--- src/rtl/hwpe_stream_zero_fault_ctrl_if.sv ---
// Control/status bundle between the zero-network fault controller and its
// register-file front end.
interface hwpe_stream_zero_fault_ctrl_if #(
    parameter int unsigned NB_CHAN   = 4,
    parameter int unsigned CNT_WIDTH = 8,
    parameter int unsigned IDX_W     = (NB_CHAN > 1) ? $clog2(NB_CHAN) : 1
);
    logic                         enable_i;
    logic                         clear_i;
    logic [NB_CHAN-1:0]           mask_i;
    logic [NB_CHAN-1:0]           fault_i;
    logic [NB_CHAN-1:0]           fault_status_o;
    logic [IDX_W-1:0]             first_idx_o;
    logic                         fault_irq_o;
    logic                         armed_o;
    logic [NB_CHAN*CNT_WIDTH-1:0] fault_cnt_o;

    modport slave (
        input  enable_i, clear_i, mask_i, fault_i,
        output fault_status_o, first_idx_o, fault_irq_o, armed_o, fault_cnt_o
    );

    modport master (
        output enable_i, clear_i, mask_i, fault_i,
        input  fault_status_o, first_idx_o, fault_irq_o, armed_o, fault_cnt_o
    );
endinterface

--- src/rtl/hwpe_stream_zero_fault_ctrl.sv ---
// Fault collector for the HWPE-Stream zero network: arming mask, sticky status,
// first-fault index and level irq. Per-channel counters under HWPE_STREAM_ZERO_FAULT_CNT_EN.
module hwpe_stream_zero_fault_ctrl #(
    parameter int unsigned NB_CHAN    = 4,
    parameter int unsigned ARM_CYCLES = 4,
    parameter int unsigned CNT_WIDTH  = 8
) (
    input logic                         clk_i,
    input logic                         rst_ni,
    hwpe_stream_zero_fault_ctrl_if.slave ctrl
);
    localparam int unsigned IDX_W    = (NB_CHAN > 1) ? $clog2(NB_CHAN) : 1;
    localparam logic [7:0]  ARM_LOAD = (ARM_CYCLES > 0) ? 8'(ARM_CYCLES - 1) : 8'd0;

    typedef enum logic [1:0] {DISABLED, ARMING, MONITOR, FAULT} state_e;

    state_e             state_q;
    logic [7:0]         arm_q;
    logic [NB_CHAN-1:0] status_q;
    logic [IDX_W-1:0]   first_q;
    logic               irq_q;
    logic               armed_q;

    logic [NB_CHAN-1:0] eff;
    logic               eval;
    logic [IDX_W-1:0]   low_idx;

    assign eff  = ctrl.fault_i & ~ctrl.mask_i;
    assign eval = ctrl.enable_i && (state_q == MONITOR || state_q == FAULT);

    always_comb begin
        low_idx = '0;
        for (int i = NB_CHAN - 1; i >= 0; i--)
            if (eff[i]) low_idx = IDX_W'(i);
    end

    // Later non-blocking writes override the clear defaults, so a fault that
    // collides with clear_i wins and lands on freshly zeroed status.
    always_ff @(posedge clk_i or negedge rst_ni) begin
        if (!rst_ni) begin
            state_q  <= DISABLED;
            arm_q    <= '0;
            status_q <= '0;
            first_q  <= '0;
            irq_q    <= 1'b0;
            armed_q  <= 1'b0;
        end else begin
            if (ctrl.clear_i) begin
                status_q <= '0;
                first_q  <= '0;
            end
            case (state_q)
                DISABLED: begin
                    if (ctrl.enable_i) begin
                        if (ARM_CYCLES == 0) begin
                            state_q <= MONITOR;
                            armed_q <= 1'b1;
                        end else begin
                            state_q <= ARMING;
                            arm_q   <= ARM_LOAD;
                        end
                    end
                end
                ARMING: begin
                    if (!ctrl.enable_i) begin
                        state_q <= DISABLED;
                    end else if (arm_q == 8'd0) begin
                        state_q <= MONITOR;
                        armed_q <= 1'b1;
                    end else begin
                        arm_q <= arm_q - 8'd1;
                    end
                end
                MONITOR, FAULT: begin
                    if (!ctrl.enable_i) begin
                        state_q <= DISABLED;
                        armed_q <= 1'b0;
                        irq_q   <= 1'b0;
                    end else if (|eff) begin
                        state_q  <= FAULT;
                        irq_q    <= 1'b1;
                        status_q <= (ctrl.clear_i ? '0 : status_q) | eff;
                        if (state_q == MONITOR || ctrl.clear_i) first_q <= low_idx;
                    end else if (ctrl.clear_i) begin
                        state_q <= MONITOR;
                        irq_q   <= 1'b0;
                    end
                end
                default: begin
                    state_q <= DISABLED;
                    armed_q <= 1'b0;
                    irq_q   <= 1'b0;
                end
            endcase
        end
    end

    assign ctrl.fault_status_o = status_q;
    assign ctrl.first_idx_o    = first_q;
    assign ctrl.fault_irq_o    = irq_q;
    assign ctrl.armed_o        = armed_q;

`ifdef HWPE_STREAM_ZERO_FAULT_CNT_EN
    localparam logic [CNT_WIDTH-1:0] CNT_MAX = '1;

    logic [NB_CHAN-1:0][CNT_WIDTH-1:0] cnt_q;

    always_ff @(posedge clk_i or negedge rst_ni) begin
        if (!rst_ni) begin
            cnt_q <= '0;
        end else begin
            for (int i = 0; i < NB_CHAN; i++) begin
                if (eval && eff[i]) begin
                    if (ctrl.clear_i)           cnt_q[i] <= CNT_WIDTH'(1);
                    else if (cnt_q[i] != CNT_MAX) cnt_q[i] <= cnt_q[i] + CNT_WIDTH'(1);
                end else if (ctrl.clear_i) begin
                    cnt_q[i] <= '0;
                end
            end
        end
    end

    assign ctrl.fault_cnt_o = cnt_q;
`else
    assign ctrl.fault_cnt_o = '0;
`endif

endmodule

--- src/flat_wrapper.sv ---
// flat-port wrapper written by rule: the top's interface ports become plain ports
module hwpe_stream_zero_fault_ctrl_flat 
#(
    parameter int unsigned NB_CHAN    = 4,
    parameter int unsigned ARM_CYCLES = 4,
    parameter int unsigned CNT_WIDTH  = 8
)
  (clk_i, rst_ni, ctrl_enable_i, ctrl_clear_i, ctrl_mask_i, ctrl_fault_i, ctrl_fault_status_o, ctrl_first_idx_o, ctrl_fault_irq_o, ctrl_armed_o, ctrl_fault_cnt_o);
  hwpe_stream_zero_fault_ctrl_if #(.NB_CHAN(NB_CHAN), .CNT_WIDTH(CNT_WIDTH)) ctrl_i ();
  input logic clk_i;
  input logic rst_ni;
  input wire logic [$bits(ctrl_i.enable_i)-1:0] ctrl_enable_i;
  input wire logic [$bits(ctrl_i.clear_i)-1:0] ctrl_clear_i;
  input wire logic [$bits(ctrl_i.mask_i)-1:0] ctrl_mask_i;
  input wire logic [$bits(ctrl_i.fault_i)-1:0] ctrl_fault_i;
  output wire logic [$bits(ctrl_i.fault_status_o)-1:0] ctrl_fault_status_o;
  output wire logic [$bits(ctrl_i.first_idx_o)-1:0] ctrl_first_idx_o;
  output wire logic [$bits(ctrl_i.fault_irq_o)-1:0] ctrl_fault_irq_o;
  output wire logic [$bits(ctrl_i.armed_o)-1:0] ctrl_armed_o;
  output wire logic [$bits(ctrl_i.fault_cnt_o)-1:0] ctrl_fault_cnt_o;
  assign ctrl_i.enable_i = ctrl_enable_i;
  assign ctrl_i.clear_i = ctrl_clear_i;
  assign ctrl_i.mask_i = ctrl_mask_i;
  assign ctrl_i.fault_i = ctrl_fault_i;
  assign ctrl_fault_status_o = ctrl_i.fault_status_o;
  assign ctrl_first_idx_o = ctrl_i.first_idx_o;
  assign ctrl_fault_irq_o = ctrl_i.fault_irq_o;
  assign ctrl_armed_o = ctrl_i.armed_o;
  assign ctrl_fault_cnt_o = ctrl_i.fault_cnt_o;
  hwpe_stream_zero_fault_ctrl #(.NB_CHAN(NB_CHAN), .ARM_CYCLES(ARM_CYCLES), .CNT_WIDTH(CNT_WIDTH)) u_core (.clk_i(clk_i), .rst_ni(rst_ni), .ctrl(ctrl_i));
endmodule
--- config.mk ---
export PLATFORM = sky130hd
export DESIGN_NAME = hwpe_stream_zero_fault_ctrl_flat
export DESIGN_NICKNAME = d
export VERILOG_FILES = /design/src/rtl/hwpe_stream_zero_fault_ctrl_if.sv /design/src/rtl/hwpe_stream_zero_fault_ctrl.sv /design/src/flat_wrapper.sv
export SDC_FILE = /design/constraint.sdc
export NUM_CORES = 1
export LEC_CHECK = 0
export ABC_AREA = 1
export ABC_CLOCK_PERIOD_IN_PS = 1100
export CAP_MARGIN = 20
export CORE_MARGIN = 5
export CORE_UTILIZATION = 32
export DETAILED_ROUTE_END_ITERATION = 8
export PLACE_DENSITY_LB_ADDON = 0.3
export SLEW_MARGIN = 25
export SYNTH_ARGS = -nofsm -noshare
export SYNTH_HDL_FRONTEND = slang
export SYNTH_SLANG_ARGS = --single-unit
export TNS_END_PERCENT = 20
--- constraint.sdc ---
create_clock -name clk_i -period 1.1 [get_ports clk_i]
set_input_delay 0.22 -clock clk_i [delete_from_list [all_inputs] [get_ports clk_i]]
set_output_delay 0.22 -clock clk_i [all_outputs]
set_load 0.01 [all_outputs]
==> results of run 1 <==
where the power goes:
part,internal [W],switching (W)
Clock,0.000318,0.000229
Combinational,0.000721,0.000840
Sequential,0.000812,0.0000957
timing repair:
item	4_1_cts	5_1_grt
gates resized for setup	48	13
setup endpoints to repair	22	17
gates cloned	0	0
buffers inserted	4	0
pin swaps	12	4
kinds of logic after synthesis:
family,after synthesis,synth area share
other,1,0.002959
AO/OA/AOI/OAI,17,0.08589
adder cells (fa/ha/maj),2,0.01974
buffers and inverters,51,0.2517
XOR/XNOR,2,0.01382
flip-flops,18,0.3554
AND/OR/NAND/NOR,77,0.2705
layout make-up:
type                            instances  area, sq um  share of cell area
Inverter                               18        67.56             0.03797
Timing Repair Buffer                   51        427.9              0.2405
Clock buffer                            4        55.05             0.03094
Multi-Input combinational cell        130        716.9              0.4030
Tap cell                               48        60.06             0.03376
Sequential cell                        18        451.7              0.2539
cells in the mapped netlist (3+ instances only):
cell and instances:
buf_4 32, dfrtp_1 18, inv_1 18, nand2_1 39, nand2_2 3, nand3_1 11, nand4_1 4, nor2_1 14
o21ai_0 6, o21ai_2 3
stage by stage:
step,TNS [ns],std cells
2_1_floorplan,-0.8531,199
3_3_place_gp,-5.693,261
3_5_place_dp,-5.683,261
4_1_cts,-1.456,269
5_1_grt,-2.753,269
6_report,-1.800,269
worst reg2reg max path, stage by stage (launching register included):
cell     delay, ns
dfrtp_1       0.39
nor2_2        0.16
nand2_2       0.10
nor2_4        0.15
nand2_2       0.09
nand2_4       0.12
buf_12        0.13
a21oi_2       0.05
how the worst max path moves through the flow:
stage / start / endpoint / slack [ns] / depth (start not counted)
floorplan: u_core.arm_q[2] / u_core.arm_q[1] / -0.11 / 7
global placement: ctrl_enable_i / u_core.arm_q[2] / -0.43 / 6
detailed placement: ctrl_enable_i / u_core.arm_q[2] / -0.43 / 6
CTS: u_core.arm_q[1] / u_core.arm_q[0] / -0.15 / 8
global route: u_core.arm_q[5] / u_core.state_q[0] / -0.28 / 8
finish: u_core.arm_q[5] / u_core.arm_q[0] / -0.21 / 7
state kept, by name (all words and copies together), names as in the netlist:
register	cells
u_core.ctrl.fault_irq_o	1
u_core.state_q	2
u_core.ctrl.fault_status_o	4
u_core.arm_q	8
u_core.ctrl.first_idx_o	2
u_core.ctrl.armed_o	1
routing by layer:
layer | part of all wire | vias to the layer above | global-route usage
met5 | 0 | - | 0
met2 | 0.47 | 32 | 0.1834
met3 | 0.065 | 4 | 0.02204
li1 | - | 573 | -
met1 | 0.45 | 494 | 0.1387
met4 | 0.019 | 0 | 0.05738
==> flow_metrics.py, run 1 <==
metrics = {
    "status": {
        "outcome": "finished, violations left",
        "failed_checks": "negative setup slack",
    },
    "synthesis": {
        "ys_types": 23,
        "seq_area_frac_synth": 0.3554,
        "synth_top_cell_area_share": 0.3554,
        "synth_edf_count": 0,
        "yosysWarnings": 0,
        "synth_ff_type": "dfrtp_1",
        "ys_ff_latch": 18,
        "syn-instance-count": 168,
        "ys_async_sr_fraction": 1.000,
        "synthesis.area_sq_um": 1267,
        "synth_area_per_cell_sq_um": 7.544,
        "synth.area.top_cells": "dfrtp_1 (36%), buf_4 (19%), nand2_1 (12%)",
        "synth_top_area_cell": "dfrtp_1",
    },
    "clock_tree": {
        "cts_num_sinks": 18,
        "hold_buffers": 0,
        "path_clk_slew_ns": 0.07,
        "cts-root-buf": "clkbuf_8",
        "cts_tree": "built",
        "worstSkewPairLatency_ns": 0.25,
        "clk_path_buf_depth": 2,
        "cts_made_buffers": 3,
        "htreeDepth": 1,
    },
    "setup_path": {
        "critPathRequiredTime_ns": 1.23,
        "cpMaxStageDelayCell": "dfrtp_1",
        "worstReg2RegStart": "u_core.arm_q[5]",
        "cpMostUsedCell": "nand2_2",
        "critPathTopFamily": "simple AND/OR/NAND/NOR gates",
        "max_stage_delay_ns": 0.39,
        "critPathKind": "register to register",
        "setup.worst_path.start_class": "register",
        "crit_fanout": 5,
        "arrival_ns": 1.44,
        "crit_chain": "nor2_2 > nand2_2 > nor2_4 > nand2_2 > nand2_4 > buf_12 > a21oi_2",
        "cp_num_buf_inv": 1,
        "r2r-end": "u_core.arm_q[0]",
        "r2r_cells": 7,
        "r2r_slack_ns": -0.21,
        "cp-end-kind": "register",
    },
    "power": {
        "p_leak_nw": 0.9364,
        "p_per_area_nw_per_um2": 1695,
        "finalPower_w": 0.003016,
        "irDropWorstVdd_uv": 734.5,
    },
    "global_routing": {
        "grt_pass1_vias": 1034,
        "grt_max_degree": 19,
        "antenna_found_initial": 0,
        "overflow": 0,
        "grt_first_pass_wirelength_um": 4657,
        "track_usage": 0.1120,
    },
    "final_layout": {
        "drive_above_1_share": 0.3575,
        "final_area_sq_um": 1779,
        "n_antenna_cell": 0,
        "layout_common_cells": "nand2_1 (32), conb_1 (32), buf_4 (29), dfrtp_1 (17), inv_1 (14)",
        "syn_to_final_growth_pct": 40.38,
        "final_core_util": 0.4753,
        "fillers": 395,
        "nNetsFinal": 236,
    },
    "run": {
        "max-cap-violations": 0,
    },
    "floorplan": {
        "pin_count": 52,
        "start_util": 0.3386,
        "die_area_sq_um": 5320,
        "coreArea_sq_um": 3744,
        "fp.dieH_um": 72.94,
        "rows": 22,
        "die_x_um": 72.94,
    },
    "sta": {
        "hold_violations": 0,
        "fin_hold_ws_ns": 0.2992,
        "fin_skew_ns": 0.002367,
        "min_period_over_period": 1.191,
        "worst_slack_ns": -0.2104,
        "fin_crit_ns": 1.310,
        "max_freq_mhz": 763.1,
        "setup_viol": 13,
        "slew_violations": 0,
        "grt_setup_unrepaired": "yes",
    },
    "placement": {
        "dp_slack_ns": -0.4271,
        "dp_hpwl_um": 2053,
        "post_dp_cell_area_sq_um": 1608,
        "port_buffers": 19,
        "place_congestion": 0.8316,
    },
    "route": {
        "vias": 1103,
        "vias_per_cell": 4.100,
        "first_iter_violations": 65,
        "wl_um": 2735,
        "ant_nets": 0,
        "firstDrtPassIters": 4,
        "drcViolationCount": 0,
        "wl_per_cell_um": 10.17,
    },
    "worst_hold_path": {
        "hp-class": "input pin to asynchronous set/reset pin",
    },
}
Power figures use the tool's default switching activity.
==> inputs of run 2 (changes only) <==
CORE_UTILIZATION = 39   (was 32)
GPL_ROUTABILITY_DRIVEN = 0   (was default)
==> flow_metrics.py, run 2 (synthesis results as in run 1) <==
metrics = {
    "route": {
        "wl_um": 3010,
        "firstDrtPassIters": 4,
        "first_iter_violations": 43,
        "drcViolationCount": 0,
        "vias_per_cell": 4.317,
        "ant_nets": 0,
        "vias": 1170,
        "wl_per_cell_um": 11.11,
    },
    "final_layout": {
        "largest_reg_flops": 8,
        "drive_above_1_share": 0.3700,
        "n_antenna_cell": 0,
        "nNetsFinal": 243,
        "layout_common_cells": "buf_4 (35), nand2_1 (33), conb_1 (32), dfrtp_1 (17), inv_1 (14)",
        "top_register": "u_core.arm_q",
        "fillers": 283,
        "syn_to_final_growth_pct": 41.76,
        "mostFrequentLayoutCell": "buf_4",
    },
    "setup_path": {
        "arrival_ns": 1.53,
        "worstReg2RegStart": "u_core.arm_q[4]",
        "critPathTopFamily": "simple AND/OR/NAND/NOR gates",
        "crit_chain": "nor2_4 > nand2_2 > nor2_4 > nand2_2 > nand2_4 > buf_12 > nand2_1 > o21ai_2",
        "cpMaxStageDelayCell": "dfrtp_1",
        "critPathRequiredTime_ns": 1.33,
        "crit_path_start": "u_core.arm_q[4]",
        "cp-end-kind": "register",
        "setup.worst_path.start_class": "register",
        "cp_num_buf_inv": 1,
        "max_stage_delay_ns": 0.44,
        "critPathKind": "register to register",
        "crit_fanout": 8,
    },
    "floorplan": {
        "die_x_um": 67.01,
        "rows": 20,
        "coreArea_sq_um": 3078,
        "die_area_sq_um": 4490,
        "start_util": 0.4118,
        "pin_count": 52,
        "fp.dieH_um": 67.01,
    },
    "clock_tree": {
        "cts_tree": "built",
        "clk_path_buf_depth": 2,
        "hold_buffers": 0,
        "path_clk_slew_ns": 0.10,
        "htreeDepth": 1,
        "cts-root-buf": "clkbuf_4",
        "cts_made_buffers": 3,
        "worstSkewPairLatency_ns": 0.30,
        "cts_num_sinks": 18,
    },
    "power": {
        "irDropWorstVdd_uv": 981.0,
        "pwr-share-clk": 0.116,
        "finalPower_w": 0.002933,
        "p_seq_frac": 0.315,
        "power.switching_w": 0.001173,
        "p_per_area_nw_per_um2": 1632,
        "internal-power_w": 0.001760,
        "p_sw_frac": 0.4000,
        "combPwrFrac": 0.569,
        "p_leak_nw": 0.9548,
    },
    "sta": {
        "fin_skew_ns": 0.004453,
        "worst_slack_ns": -0.1952,
        "setup_viol": 11,
        "max_freq_mhz": 772.1,
        "slew_violations": 0,
        "fin_hold_ws_ns": 0.2489,
        "fin_crit_ns": 1.295,
        "hold_violations": 0,
        "grt_setup_unrepaired": "yes",
        "tns_ns": -1.726,
        "min_period_over_period": 1.177,
    },
    "status": {
        "failed_checks": "negative setup slack",
        "outcome": "finished, violations left",
    },
    "global_routing": {
        "grt_pass1_vias": 1093,
        "track_usage": 0.1365,
        "overflow": 0,
        "antenna_found_initial": 0,
        "grt_first_pass_wirelength_um": 4719,
        "grt_max_degree": 19,
    },
    "placement": {
        "dp_hpwl_um": 2199,
        "port_buffers": 19,
    },
    "worst_hold_path": {
        "hp-class": "input pin to asynchronous set/reset pin",
    },
    "run": {
        "max-cap-violations": 0,
    },
}
## run 2: cell types whose count changed in the layout (fill, tap and decap cells not counted), moves of 2 or more
| cell | change |
|---|---|
| clkbuf_8 | -4 |
| nor2_2 | -2 |
| buf_6 | +3 |
| clkbuf_4 | +3 |
| buf_4 | +6 |
| nor2_4 | +2 |
## run 2: per-stage QoR
step	cells	cell area, sq um	utilization	setup WS, ns
4_1_cts	266	1703	0.5533	-0.1396
5_1_grt	271	1797	0.5837	-0.2797
3_3_place_gp	257	1603	0.5207	-0.3653
3_5_place_dp	257	1603	0.5207	-0.4062
6_report	271	1797	0.5837	-0.1952
2_1_floorplan	199	1386	-	-0.1115
## run 2: path summary, 6_finish.rpt
path                                                       to  cells after the start  slack, ns
min in group clk_i              u_core.ctrl.fault_status_o[1]                      2       0.49
worst min register to register  u_core.ctrl.fault_status_o[1]                      2       0.49
worst max-delay path                          u_core.arm_q[5]                      8      -0.20
worst max register to register                u_core.arm_q[5]                      8      -0.20
max in group asynchronous                   u_core.state_q[1]                      2       0.72
worst min-delay path                  u_core.ctrl.fault_irq_o                      2       0.25
## run 2: repair_timing
item,in CTS,in global routing
resized for setup,45,20
hold endpoints to repair,0,0
pin swaps,6,11
setup buffers,6,5
setup endpoints to repair,22,17
cloned,0,0
## run 2: final cells by class
cell class	instances	area (sq um)	area share
flip-flops and latches	18	451.7	0.2514
repair buffers	58	481.7	0.2681
multi-input cells	130	718.2	0.3997
well taps	44	55.05	0.03064
inverters	18	67.56	0.03760
clock buffers	3	22.52	0.01253
## run 2: power by group through the flow
stage | clock, W | combinational (W) | sequential [W]
floorplan | 0 | 0.000753 | 0.000956
global placement | 0 | 0.00133 | 0.000910
detailed placement | 0 | 0.00136 | 0.000922
CTS | 0.000354 | 0.00150 | 0.000909
global route | 0.000371 | 0.00184 | 0.000942
finish | 0.000340 | 0.00167 | 0.000923
## run 2: layer usage
layer | vias up | share of wire | track usage | wire length [um]
met5 | - | 0 | 0 | 0
met2 | 50 | 0.50 | 0.2331 | 1510
li1 | 584 | - | - | -
met1 | 529 | 0.39 | 0.1655 | 1177
met3 | 7 | 0.082 | 0.02024 | 246
met4 | 0 | 0.025 | 0.06582 | 75
## run 2: worst reg2reg max path: cells and delay by family (launching register included)
family                 cells  cell delay [ns]
AOI/OAI and AO/OA          1             0.05
buffers and inverters      1             0.13
and+or+nand+nor            6             0.61
DFF                        1             0.44
